===== src/rtl/call_stack_ctrl_pkg.sv =====
// Shared definitions for the return-address call stack: FSM encoding and
// default geometry.
package call_stack_ctrl_pkg;

    typedef enum logic {
        IDLE = 1'b0,
        ERR  = 1'b1
    } state_t;

    localparam int DEFAULT_DEPTH = 8;
    localparam int DEFAULT_AW    = 10;

endpackage : call_stack_ctrl_pkg


===== src/rtl/call_stack_ctrl_lifo_mem.sv =====
// Return-address storage: synchronous write, combinational read, no reset
// (contents are meaningless until written).
module lifo_mem #(
    parameter int DEPTH = 8,
    parameter int AW    = 10,
    parameter int IW    = $clog2(DEPTH)
) (
    input  logic          clk,
    input  logic          i_we,
    input  logic [IW-1:0] i_waddr,
    input  logic [AW-1:0] i_wdata,
    input  logic [IW-1:0] i_raddr,
    output logic [AW-1:0] o_rdata
);

    logic [AW-1:0] r_mem [DEPTH];

    always_ff @(posedge clk) begin
        if (i_we) begin
            r_mem[i_waddr] <= i_wdata;
        end
    end

    assign o_rdata = r_mem[i_raddr];

endmodule : lifo_mem


===== src/rtl/call_stack_ctrl.sv =====
// Call/return stack controller: push/pop/swap of return addresses with sticky
// overflow/underflow errors that freeze the stack until err_clr.
module call_stack_ctrl
    import call_stack_ctrl_pkg::*;
#(
    parameter int DEPTH = DEFAULT_DEPTH,
    parameter int AW    = DEFAULT_AW,
    parameter int DW    = $clog2(DEPTH) + 1
) (
    input  logic          clk,
    input  logic          reset,
    input  logic          call_req,
    input  logic          ret_req,
    input  logic [AW-1:0] push_addr,
    input  logic          err_clr,
    output logic [AW-1:0] ret_addr,
    output logic          ret_valid,
    output logic [DW-1:0] depth,
    output logic          full,
    output logic          empty,
    output logic          ovf_err,
    output logic          unf_err,
    output state_t        dbg_state
);

    localparam int IW = $clog2(DEPTH);

    state_t        r_state;
    logic [DW-1:0] r_depth;
    logic [AW-1:0] r_ret_addr;
    logic          r_ret_valid;
    logic          r_ovf_err;
    logic          r_unf_err;

    state_t        w_state_nxt;
    logic [DW-1:0] w_depth_nxt;
    logic [DW-1:0] w_top;
    logic          w_full;
    logic          w_empty;
    logic          w_we;
    logic [IW-1:0] w_waddr;
    logic [AW-1:0] w_rdata;
    logic          w_pop;
    logic          w_ovf_set;
    logic          w_unf_set;
    logic          w_err_clr;

    assign w_full  = (r_depth == DW'(DEPTH));
    assign w_empty = (r_depth == '0);
    assign w_top   = r_depth - DW'(1);

    always_comb begin
        w_state_nxt = r_state;
        w_depth_nxt = r_depth;
        w_we        = 1'b0;
        w_waddr     = r_depth[IW-1:0];
        w_pop       = 1'b0;
        w_ovf_set   = 1'b0;
        w_unf_set   = 1'b0;
        w_err_clr   = 1'b0;
        case (r_state)
            IDLE: begin
                // Swap: the popped top is read combinationally while the same
                // slot is overwritten at this edge, so depth stays put.
                if (call_req && ret_req && !w_empty) begin
                    w_pop   = 1'b1;
                    w_we    = 1'b1;
                    w_waddr = w_top[IW-1:0];
                end else if (call_req) begin
                    if (!w_full) begin
                        w_we        = 1'b1;
                        w_depth_nxt = r_depth + DW'(1);
                    end else begin
                        w_ovf_set   = 1'b1;
                        w_state_nxt = ERR;
                    end
                end else if (ret_req) begin
                    if (!w_empty) begin
                        w_pop       = 1'b1;
                        w_depth_nxt = w_top;
                    end else begin
                        w_unf_set   = 1'b1;
                        w_state_nxt = ERR;
                    end
                end
            end
            ERR: begin
                if (err_clr) begin
                    w_err_clr   = 1'b1;
                    w_state_nxt = IDLE;
                end
            end
            default: w_state_nxt = IDLE;
        endcase
    end

    always_ff @(posedge clk) begin
        if (reset) begin
            r_state     <= IDLE;
            r_depth     <= '0;
            r_ret_addr  <= '0;
            r_ret_valid <= 1'b0;
            r_ovf_err   <= 1'b0;
            r_unf_err   <= 1'b0;
        end else begin
            r_state     <= w_state_nxt;
            r_depth     <= w_depth_nxt;
            r_ret_valid <= w_pop;
            if (w_pop) begin
                r_ret_addr <= w_rdata;
            end
            if (w_ovf_set) begin
                r_ovf_err <= 1'b1;
            end else if (w_err_clr) begin
                r_ovf_err <= 1'b0;
            end
            if (w_unf_set) begin
                r_unf_err <= 1'b1;
            end else if (w_err_clr) begin
                r_unf_err <= 1'b0;
            end
        end
    end

    lifo_mem #(
        .DEPTH (DEPTH),
        .AW    (AW),
        .IW    (IW)
    ) u_mem (
        .clk     (clk),
        .i_we    (w_we && !reset),
        .i_waddr (w_waddr),
        .i_wdata (push_addr),
        .i_raddr (w_top[IW-1:0]),
        .o_rdata (w_rdata)
    );

    assign ret_addr  = r_ret_addr;
    assign ret_valid = r_ret_valid;
    assign depth     = r_depth;
    assign full      = w_full;
    assign empty     = w_empty;
    assign ovf_err   = r_ovf_err;
    assign unf_err   = r_unf_err;
    assign dbg_state = r_state;

endmodule : call_stack_ctrl


===== config.mk =====
export PLATFORM = sky130hd
export DESIGN_NAME = call_stack_ctrl
export DESIGN_NICKNAME = d
export VERILOG_FILES = /design/src/rtl/call_stack_ctrl_pkg.sv /design/src/rtl/call_stack_ctrl_lifo_mem.sv /design/src/rtl/call_stack_ctrl.sv
export SDC_FILE = /design/constraint.sdc
export NUM_CORES = 1
export LEC_CHECK = 0
export ABC_AREA = 0
export ABC_CLOCK_PERIOD_IN_PS = 4100
export CELL_PAD_IN_SITES_DETAIL_PLACEMENT = 1
export CELL_PAD_IN_SITES_GLOBAL_PLACEMENT = 2
export CORE_MARGIN = 2
export CORE_UTILIZATION = 46
export DETAILED_ROUTE_END_ITERATION = 12
export HOLD_SLACK_MARGIN = 0.06
export PLACE_DENSITY = 0.88
export SYNTH_ARGS = -nofsm -noshare
export SYNTH_HDL_FRONTEND = slang
export SYNTH_HIERARCHICAL = 1
export SYNTH_SLANG_ARGS = --single-unit

===== constraint.sdc =====
create_clock -name clk -period 4.1 [get_ports clk]
set_input_delay 0.82 -clock clk [delete_from_list [all_inputs] [get_ports clk]]
set_output_delay 0.82 -clock clk [all_outputs]
set_load 0.1 [all_outputs]

; ---- Word level (Yosys, flattened, before mapping)
; Memory sizes are Yosys's and may differ from the RTL's. A register that Yosys moved wholly into a read port is not among the register bits.
; Cells that the tools add are included.
[word_totals]
inputBits = 15
n_memories = 1
mem_bits_rw = 80
ff_bits = 8
out_inout_bits = 20
wordCells = 58
[memory_table]
columns = name, depth, width, rd, rd_clocked_by_memory_dff, wr, line_no
row1 = u_mem.r_mem, 8, 10, 1, 1, 1, call_stack_ctrl_lifo_mem.sv:16  ; logic [AW-1:0] r_mem [DEPTH];
[op_classes]
mux = 35
reduce_logical = 10
add_sub_neg = 2
n_bitwise = 2
eq_ne = 3
[ops]
columns = cell, n
row1 = $mux W1, 28
row2 = $mux W4, 4
row3 = $mux W3, 2
row4 = $reduce_bool A2 Y1, 3
row5 = $reduce_and A5 Y1, 1
row6 = $add A4 B1 Y4 const B, 1
row7 = $eq A4 B4 Y1 const B, 1
row8 = $logic_not A4 Y1, 1
row9 = $ne A2 B2 Y1 const B, 2
row10 = $sub A4 B1 Y4 const B, 1
row11 = $logic_and A1 B1 Y1, 3
row12 = $logic_not A1 Y1, 2
row13 = $not A1 Y1, 2
row14 = $pmux W1 S2, 1

; ---- Longest topological paths before layout
; Gate-level depths: netlist of the first run.
[logic_depth]
word_depth = 8
depth_mapped = 8
depth_no_buf = 8

; ---- Modules after synthesis
; Netlist of the first run, hierarchy kept.
[modules_own_cells]
columns = module, area_each_um2, seq_area_each_um2, cells_each, instances
row1 = lifo_mem, 3133.0, 2402.3, 128, 1
row2 = call_stack_ctrl, 880.8, 360.3, 110, 1

; ---- Worst setup path after synthesis of the first run
; No wires, ideal clock.
[synth_path]
path_kind = register to register
startpoint = reg r_depth[0] (netlist: depth[0])
endpoint = mem u_mem.r_mem[0][0] (enable)
n_path_buf = 0
synth_period_minus_slack_ns = 3.545
required_ns = 3.710
t_arrival_ns = 3.155
slack_ns = 0.555
stages_incl_launch_ff = 9
cell_sequence = dfxtp_1 inv_1 ha_1 nor3b_1 nor2_1 nand3_1 xnor2_1 nand2b_1 nor3_1
[synth_via]
elab_cells_between_ends = 14
[synth_rtl]
columns = item, line_no
row1 = from (decl), call_stack_ctrl.sv:29  ; logic [DW-1:0] r_depth;
row2 = from (signal assigned), call_stack_ctrl.sv:107  ; r_depth <= w_depth_nxt;
row3 = $sub A4 B1 Y4, call_stack_ctrl.sv:50  ; assign w_top = r_depth - DW'(1);
row4 = net w_top[0], call_stack_ctrl.sv:37  ; logic [DW-1:0] w_top;
row5 = $mux W3, call_stack_ctrl.sv:65  ; if (call_req && ret_req && !w_empty) begin
row6 = $mux W3, call_stack_ctrl.sv:61  ; case (r_state)
row7 = to (decl), call_stack_ctrl_lifo_mem.sv:16
; The timed path passes the listed nets, and every way through them passes these cells.

; ---- Final worst setup path of the first run
[layout_path]
startpoint = reg r_depth[0] (netlist: depth[0])
endpoint = mem u_mem.r_mem[3][0] (enable)
; The elaborated chain is that of the path after synthesis.

==> results of run 1 <==
## layout make-up
cell class | count | area, µm²
clock buffer | 9 | 124
clock inverter | 7 | 92.6
fill | 812 | 3860
inverter | 5 | 18.8
multi-input combinational | 122 | 1160
sequential | 98 | 2760
tap | 108 | 135
timing repair buffer | 47 | 445
## cells by family after synthesis
family | count (synthesis) | synth area share [%]
xor gates and xnor gates | 5 | 1.09
muxes | 32 | 16.5
and+or+nand+nor | 50 | 6.14
AOI/OAI and AO/OA | 33 | 4.52
DFF | 98 | 68.8
adders and majority gates | 2 | 0.623
buffers and inverters | 18 | 2.31
## worst reg2reg max path: stages (launching register included)
cell,delay (ps)
dfxtp_1,410
inv_1,90
buf_4,310
ha_1,350
nor3b_1,210
buf_4,220
nor2_1,70
buf_4,190
nand2_1,150
mux2i_1,410
nand2_1,130
nor2_1,140
buf_4,210
## synthesized netlist by cell type (2+ instances only)
library cell and number:
inv_1 5, mux4_1 20, nor3_1 3, nor4_1 2, ha_1 2, edfxtp_1 80
buf_2 2, buf_6 3, nand2b_1 5, a21oi_1 17, o21ai_0 9, nor2_1 11
or4_1 5, xnor2_1 2, nand2_1 19, clkbuf_1 7, mux2_2 10, dfxtp_1 18
xor2_1 3, o31ai_1 3
## state kept, by name, summed over array words and instances (netlist names)
| signal | count |
|---|---|
| dbg_state | 1 |
| depth | 4 |
| ovf_err | 1 |
| ret_addr | 10 |
| ret_valid | 1 |
| u_mem/r_mem | 80 |
| unf_err | 1 |
## metal layers
layer / global-route usage (%) / part of all wire (%)
met1: 25.0 / 49
met5: 0 / 0
met3: 4.32 / 3.2
met4: 5.45 / 0.59
met2: 27.2 / 47
## placed cells by master (no fill, tap or decap)
master / instances
a21oi_1: 17
a2bb2oi_1: 1
a31oi_1: 1
and4_1: 1
buf_12: 1
buf_4: 14
bufinv_16: 1
clkbuf_8: 9
clkdlybuf4s50_1: 32
clkinv_4: 1
clkinv_8: 1
dfxtp_1: 18
edfxtp_1: 80
ha_1: 2
inv_1: 5
inv_6: 3
inv_8: 1
mux2_2: 10
mux2i_1: 1
mux2i_2: 1
mux4_1: 20
nand2_1: 19
nand2b_1: 5
nand2b_2: 1
nand3_1: 1
nand3b_1: 1
nor2_1: 11
nor3_1: 3
nor3b_1: 1
nor4_1: 2
o21ai_0: 9
o21ai_1: 1
o31ai_1: 3
o41ai_1: 1
or4_1: 5
xnor2_1: 2
xor2_1: 3
## power by group
| group | leakage, nW | total [mW] | internal, mW | switching, mW |
|---|---|---|---|---|
| Sequential | 0.869 | 1.26 | 1.19 | 0.0642 |
| Combinational | 0.655 | 1.50 | 0.548 | 0.952 |
| Clock | 0.109 | 0.660 | 0.299 | 0.361 |
| Total | 1.63 | 3.42 | 2.04 | 1.38 |
## metrics by stage
| stage | cell area (µm²) | hold slack, ps | setup WS [ps] |
|---|---|---|---|
| 2_1_floorplan | 4010 | 784 | 555 |
| 3_3_place_gp | 4520 | 446 | 901 |
| 3_5_place_dp | 4520 | 457 | 791 |
| 4_1_cts | 4740 | 471 | 904 |
| 5_1_grt | 4740 | 512 | 638 |
| 6_report | 4740 | 464 | 899 |
## how the worst max path moves through the flow
stage,from,endpoint,slack (ps),cells past startpoint
final,depth[0],u_mem/r_mem[3][0],900,12
after global routing,depth[0],u_mem/r_mem[3][8],640,12
after CTS,depth[0],u_mem/r_mem[3][0],900,12
after detailed placement,ret_req,u_mem/r_mem[3][6],790,9
after global placement,ret_req,u_mem/r_mem[3][4],900,9
after floorplan,depth[0],u_mem/r_mem[0][0],560,8
==> flow_metrics.env, run 1 <==
export IMPL_critical_path_max_stage_delay_ps=410
export IMPL_die_w_um=97.4
export IMPL_clock_latency_ps=360
export IMPL_wl_per_cell_um=20.0
export IMPL_htree_levels=3
export IMPL_min_delay_start="unf_err"
export IMPL_grt_pass1_vias=2264
export IMPL_setup_viol=0
export IMPL_slew_headroom_pct=34.5
export IMPL_final_hold_violation_count=0
export IMPL_area_growth_synth_to_final_pct=18.0
export IMPL_synth_top_cells_by_area="edfxtp_1, mux4_1, dfxtp_1"
export IMPL_cts_resized=0
export IMPL_die_h_um=97.4
export IMPL_dieArea_um2=9490
export IMPL_endpoint_kind="flip-flop"
export IMPL_r2r_end="u_mem/r_mem[3][0]"
export IMPL_grt_max_degree=22
export IMPL_p_per_area_nw_per_um2=721
export IMPL_worstPathCellList="inv_1 > buf_4 > ha_1 > nor3b_1 > buf_4 > nor2_1 > buf_4 > nand2_1 > mux2i_1 > nand2_1 > nor2_1 > buf_4"
export IMPL_drive_gt1_share_pct=14.9
export IMPL_clockRootBuffer="clkbuf_8"
export IMPL_period_minus_slack_ps=3200
export IMPL_yosysWarnings=6
export IMPL_critPathMaxFanout=21
export IMPL_p_leak_nw=1.63
export IMPL_synth_top_area_share_pct=59.9
export IMPL_cp_arrival_ps=3260
export IMPL_initial_core_util_pct=46.7
export IMPL_final_cell_count_no_fill=396
export IMPL_drt_iter0_drc=122
export IMPL_cp_required_ps=4160
export IMPL_cts_tree="built"
export IMPL_pin_count=35
export IMPL_cts_hold_repair_buffers=0
export IMPL_p_total_mw=3.42
export IMPL_cts_buffers=9
export IMPL_critPathLaunchType="flip-flop"
export IMPL_synth_ff_type="edfxtp_1"
export IMPL_grt_pass1_wl_mm=12.6
export IMPL_synth_edf_count=80
export IMPL_syn_area_per_cell_um2=16.9
export IMPL_drv_cap=0
export IMPL_finalWeightedCongestion=0.775
export IMPL_ir_drop_v=0.000327
export IMPL_hpwl_mm=5.62
export IMPL_cp_num_buf_inv=5
export IMPL_firstDrtPassIters=4
export IMPL_r2r_setup_slack_ps=900
export IMPL_cts_max_path_buffers=2
export IMPL_yosysTopAreaCell="edfxtp_1"
export IMPL_fin_crit_sh_pct=78.1
export IMPL_postSynthCellCount=238
export IMPL_async_flop_share_pct=0
export IMPL_numPortBuffers=34
export IMPL_cpMostUsedCell="buf_4"
export IMPL_vias=2213
export IMPL_cts_sinks=98
export IMPL_clock_skew_ps=11.9
export IMPL_grt_overflow=0
export IMPL_synth_cell_type_count=32
export IMPL_core_um2=8590
export IMPL_worstMarginPinSlew_ps=980
export IMPL_crit_family="buffers and inverters"
export IMPL_dp_cells=380
export IMPL_final_nets=300
export IMPL_wirelength_mm=7.91
export IMPL_rows=34
export IMPL_r2r_start="depth[0]"
export IMPL_synth_fp_nets=255
export IMPL_vias_per_cell=5.59
export IMPL_fmax_mhz=312
export IMPL_diodes=0
export IMPL_slowest_stage="dfxtp_1"
export IMPL_yosysSeqAreaShare_pct=68.8
export IMPL_outcome="completed"
export IMPL_antenna_found_initial=0
export IMPL_utilization_pct=55.1
export IMPL_rr_worst_depth=12
export IMPL_track_usage_pct=17.6
export IMPL_holdPathEnd="unf_err"
export IMPL_synth_area_um2=4010
export IMPL_tns_ps=0
export IMPL_ys_ff_latch=98
export IMPL_path_class="reg2reg"
export IMPL_rsz0062_at_grt="false"
export IMPL_drv_slew=0
export IMPL_cts_setup_buffers=0
export IMPL_drcViolationCount=0
export IMPL_worstHoldPathCells=2
export IMPL_antenna_left=0
export IMPL_clkTransAtPathRegs_ps=110
export IMPL_min_path_type="reg2reg"
No activity file was read; power rests on OpenSTA's default activity.
==> run 2, diff against run 1 <==
- ABC_CLOCK_PERIOD_IN_PS: 4100 -> 3300
- CORE_UTILIZATION: 46 -> 42
- PLACE_DENSITY: 0.88 -> 0.82
- clock period: 4.1 -> 3.3 ns (I/O delays scaled with it)
==> flow_metrics.env, run 2 (synthesized netlist as in run 1, its figures left out) <==
export IMPL_outcome="completed"
export IMPL_diodes=0
export IMPL_drive_gt1_share_pct=22.4
export IMPL_vias_per_cell=5.23
export IMPL_slowest_stage="dfxtp_2"
export IMPL_cp_arrival_ps=2730
export IMPL_crit_family="simple AND/OR/NAND/NOR gates"
export IMPL_clockRootBuffer="clkbuf_8"
export IMPL_fmax_mhz=375
export IMPL_hpwl_mm=5.43
export IMPL_initial_core_util_pct=43.4
export IMPL_final_nets=302
export IMPL_antenna_found_initial=0
export IMPL_numPortBuffers=34
export IMPL_dieArea_um2=10400
export IMPL_grt_pass1_vias=2242
export IMPL_placed_area_um2=4530
export IMPL_rsz0062_at_grt="false"
export IMPL_rows=35
export IMPL_core_um2=9240
export IMPL_slew_headroom_pct=60.6
export IMPL_firstDrtPassIters=4
export IMPL_p_leak_nw=1.68
export IMPL_drcViolationCount=0
export IMPL_cts_setup_buffers=0
export IMPL_largest_reg_flops=80
export IMPL_critical_path_max_stage_delay_ps=430
export IMPL_htree_levels=3
export IMPL_top_register="u_mem/r_mem"
export IMPL_setup_viol=0
export IMPL_tns_ps=0
export IMPL_critPathMaxFanout=14
export IMPL_die_h_um=102
export IMPL_vias=2192
export IMPL_cts_hold_repair_buffers=0
export IMPL_p_per_area_nw_per_um2=895
export IMPL_clkTransAtPathRegs_ps=100
export IMPL_fin_crit_sh_pct=80.9
export IMPL_grt_use_met2_pct=26.3
export IMPL_drv_slew=0
export IMPL_cp_required_ps=3360
export IMPL_utilization_pct=51.4
export IMPL_path_class="reg2reg"
export IMPL_busiest_layer="met2"
export IMPL_use_met1_pct=23.2
export IMPL_cts_resized=0
export IMPL_die_w_um=102
export IMPL_track_usage_pct=16.4
export IMPL_sequentialPowerShare_pct=36.8
export IMPL_cts_buffers=9
export IMPL_preCtsSetupSlack_ps=438
export IMPL_worstPathCellList="inv_1 > ha_1 > nor3b_1 > buf_4 > nor2_1 > nand2_1 > mux2i_1 > nand2_1 > nor2_1 > buf_4"
export IMPL_wl_per_cell_um=19.0
export IMPL_worstMarginPinSlew_ps=586
export IMPL_clock_latency_ps=360
export IMPL_cp_num_buf_inv=3
export IMPL_grt_pass1_wl_mm=12.4
export IMPL_cts_max_path_buffers=2
export IMPL_swShare_pct=40.6
export IMPL_layout_commonest_cell="edfxtp_1"
export IMPL_finalWeightedCongestion=0.725
export IMPL_p_total_mw=4.25
export IMPL_pin_count=35
export IMPL_grt_overflow=0
export IMPL_use_met3_pct=3.17
export IMPL_area_growth_synth_to_final_pct=18.2
export IMPL_clockPowerShare_pct=19.4
export IMPL_pwr_share_comb_pct=43.9
export IMPL_wirelength_mm=7.94
export IMPL_final_cell_mix="edfxtp_1, buf_4, mux4_1, nand2_1, a21oi_1"
export IMPL_drt_iter0_drc=117
export IMPL_cts_tree="built"
export IMPL_cts_sinks=98
export IMPL_fin_ws_ps=631
export IMPL_clock_skew_ps=10.6
export IMPL_period_minus_slack_ps=2670
export IMPL_p_sw_mw=1.72
export IMPL_ir_drop_v=0.000415
export IMPL_antenna_left=0
export IMPL_endpoint_kind="flip-flop"
export IMPL_final_area_um2=4750
export IMPL_grt_max_degree=22
export IMPL_min_path_type="reg2reg"
export IMPL_final_hold_violation_count=0
export IMPL_critPathLaunchType="flip-flop"
export IMPL_drv_cap=0
export IMPL_p_int_mw=2.52
-- run 2: cell count changes in the layout (fill, tap and decap cells not counted), moves of 2 or more --
cell / before / now
dfxtp_1: 18 / 16
inv_8: 1 / 3
buf_4: 14 / 33
dfxtp_2: 0 / 2
clkdlybuf4s50_1: 32 / 14
-- run 2: metal layers --
| metal | vias up | wire, µm |
|---|---|---|
| met3 | 7 | 256 |
| met1 | 1104 | 3900 |
| met5 | - | 0 |
| met4 | 0 | 80 |
| met2 | 44 | 3710 |
| li1 | 1037 | - |
-- run 2: tightest hold or removal path, delay by kind of cell, from the launching register on --
family | cells | cell delay (ps)
compound gates | 1 | 60
simple gates | 1 | 60
flops | 1 | 320
-- run 2: worst paths after layout --
| kind | from | end | slack (ps) | depth (start not counted) |
|---|---|---|---|---|
| setup / recovery | depth[0] | u_mem/r_mem[3][7] | 630 | 10 |
| hold / removal | unf_err | unf_err | 480 | 2 |
| setup reg to reg | depth[0] | u_mem/r_mem[3][7] | 630 | 10 |
| hold reg to reg | unf_err | unf_err | 480 | 2 |
-- run 2: through the flow --
| stage | instances | hold WS, ps |
|---|---|---|
| after floorplan | 238 | 727 |
| after global placement | 403 | 446 |
| after detailed placement | 403 | 470 |
| after CTS | 419 | 485 |
| after global routing | 419 | 512 |
| final | 419 | 479 |
-- run 2: power by group through the flow --
stage | combinational (mW) | clock, mW | sequential, mW
2_1_floorplan | 0.948 | 0 | 2.04
3_3_place_gp | 1.85 | 0 | 1.58
3_5_place_dp | 1.87 | 0 | 1.59
4_1_cts | 1.88 | 0.842 | 1.56
5_1_grt | 1.98 | 0.898 | 1.58
6_report | 1.86 | 0.822 | 1.56
-- run 2: area by class of cell --
class	instances	area (µm²)
clock buffers	9	124
repair buffers	49	428
flip-flops and latches	98	2770
clock inverters	7	90.1
multi-input cells	122	1160
inverters	5	18.8
well taps	129	161
fillers	888	4490
==> run 3, diff against run 2 <==
- ABC_CLOCK_PERIOD_IN_PS: 3300 -> 2780
- clock period: 3.3 -> 2.78 ns (I/O delays scaled with it)
==> flow_metrics.env, run 3 (synthesized netlist as in run 1, its figures left out) <==
export IMPL_outcome="completed"
export IMPL_setup_viol=0
export IMPL_drt_iter0_drc=167
export IMPL_cts_setup_buffers=0
export IMPL_critPathMaxFanout=10
export IMPL_grt_pass1_vias=2365
export IMPL_period_minus_slack_ps=2400
export IMPL_wirelength_mm=8.24
export IMPL_wl_per_cell_um=19.3
export IMPL_pin_count=35
export IMPL_clock_latency_ps=350
export IMPL_critPathLaunchType="flip-flop"
export IMPL_worstMarginPinSlew_ps=433
export IMPL_final_cell_mix="edfxtp_1, buf_4, mux4_1, nand2_1, a21oi_1"
export IMPL_cts_buffers=9
export IMPL_area_growth_synth_to_final_pct=21.9
export IMPL_sequentialPowerShare_pct=35.5
export IMPL_dieArea_um2=10400
export IMPL_final_hold_violation_count=0
export IMPL_p_int_mw=3.14
export IMPL_cts_max_path_buffers=2
export IMPL_antenna_left=0
export IMPL_vias=2226
export IMPL_rows=35
export IMPL_track_usage_pct=17.4
export IMPL_drcViolationCount=0
export IMPL_largest_reg_flops=80
export IMPL_hpwl_mm=5.77
export IMPL_path_class="reg2reg"
export IMPL_p_leak_nw=1.73
export IMPL_p_total_mw=5.17
export IMPL_min_path_type="reg2reg"
export IMPL_drv_slew=0
export IMPL_slew_headroom_pct=70.9
export IMPL_tns_ps=0
export IMPL_clockPowerShare_pct=19.4
export IMPL_cts_sinks=98
export IMPL_utilization_pct=52.9
export IMPL_firstDrtPassIters=4
export IMPL_layout_commonest_cell="edfxtp_1"
export IMPL_p_sw_mw=2.03
export IMPL_antenna_found_initial=0
export IMPL_cts_tree="built"
export IMPL_fmax_mhz=416
export IMPL_cts_resized=0
export IMPL_vias_per_cell=5.21
export IMPL_core_um2=9240
export IMPL_grt_overflow=0
export IMPL_clock_skew_ps=11.9
export IMPL_ir_drop_v=0.000562
export IMPL_die_h_um=102
export IMPL_fin_ws_ps=378
export IMPL_cts_hold_repair_buffers=0
export IMPL_cp_arrival_ps=2470
export IMPL_diodes=0
export IMPL_clockRootBuffer="clkbuf_8"
export IMPL_drv_cap=0
export IMPL_finalWeightedCongestion=0.725
export IMPL_drive_gt1_share_pct=26.5
export IMPL_numPortBuffers=34
export IMPL_grt_max_degree=21
export IMPL_initial_core_util_pct=43.4
export IMPL_fin_crit_sh_pct=86.4
export IMPL_swShare_pct=39.3
export IMPL_rsz0062_at_grt="false"
export IMPL_n_fill_cell=872
export IMPL_pwr_share_comb_pct=45.1
export IMPL_top_register="u_mem/r_mem"
export IMPL_p_per_area_nw_per_um2=1060
export IMPL_grt_pass1_wl_mm=13.0
export IMPL_endpoint_kind="flip-flop"
export IMPL_preCtsSetupSlack_ps=194
export IMPL_final_nets=310
export IMPL_htree_levels=3
export IMPL_cp_required_ps=2850
export IMPL_die_w_um=102
export IMPL_clkTransAtPathRegs_ps=90
run 3: worst paths after layout:
| path | from | to | slack [ps] | cells after the start |
|---|---|---|---|---|
| min | ovf_err | ovf_err | 470 | 2 |
| max | depth[0] | u_mem/r_mem[3][3] | 380 | 9 |
| max reg2reg | depth[0] | u_mem/r_mem[3][3] | 380 | 9 |
| min reg2reg | ovf_err | ovf_err | 470 | 2 |
run 3: per-layer routing:
| metal | wire length [µm] | track usage (%) | up-vias |
|---|---|---|---|
| li1 | - | - | 1051 |
| met1 | 3630 | 21.7 | 1124 |
| met2 | 4240 | 30.4 | 41 |
| met3 | 258 | 3.17 | 10 |
| met4 | 118 | 6.24 | 0 |
| met5 | 0 | 0 | - |
run 3: power by group through the flow:
stage | combinational [mW] | sequential [mW] | clock (mW)
CTS | 2.35 | 1.84 | 1.03
global route | 2.46 | 1.86 | 1.09
detailed placement | 2.34 | 1.87 | 0
global placement | 2.31 | 1.87 | 0
finish | 2.33 | 1.84 | 1.00
floorplan | 1.14 | 2.43 | 0
run 3: per-stage QoR:
stage,area (µm²),std cells,hold slack [ps]
final,4890,427,470
after global routing,4890,427,491
after CTS,4890,427,473
after detailed placement,4670,411,460
after global placement,4670,411,443
after floorplan,4040,238,644
run 3: area by class of cell:
type / count / area, µm² / area share [%]
multi-input combinational: 122 / 1180 / 24.2
inverter: 5 / 18.8 / 0.384
tap: 129 / 161 / 3.30
sequential: 98 / 2770 / 56.6
clock buffer: 12 / 145 / 2.97
timing repair buffer: 57 / 538 / 11.0
clock inverter: 4 / 76.3 / 1.56
run 3: worst max-delay path: stages (launching register included):
cell and delay, ps:
dfxtp_4 390, inv_1 90, ha_1 270, nor3b_1 280
nor2_1 120, nand2_1 130, mux2i_1 340, nand2_1 160
nor2_2 180, buf_12 150
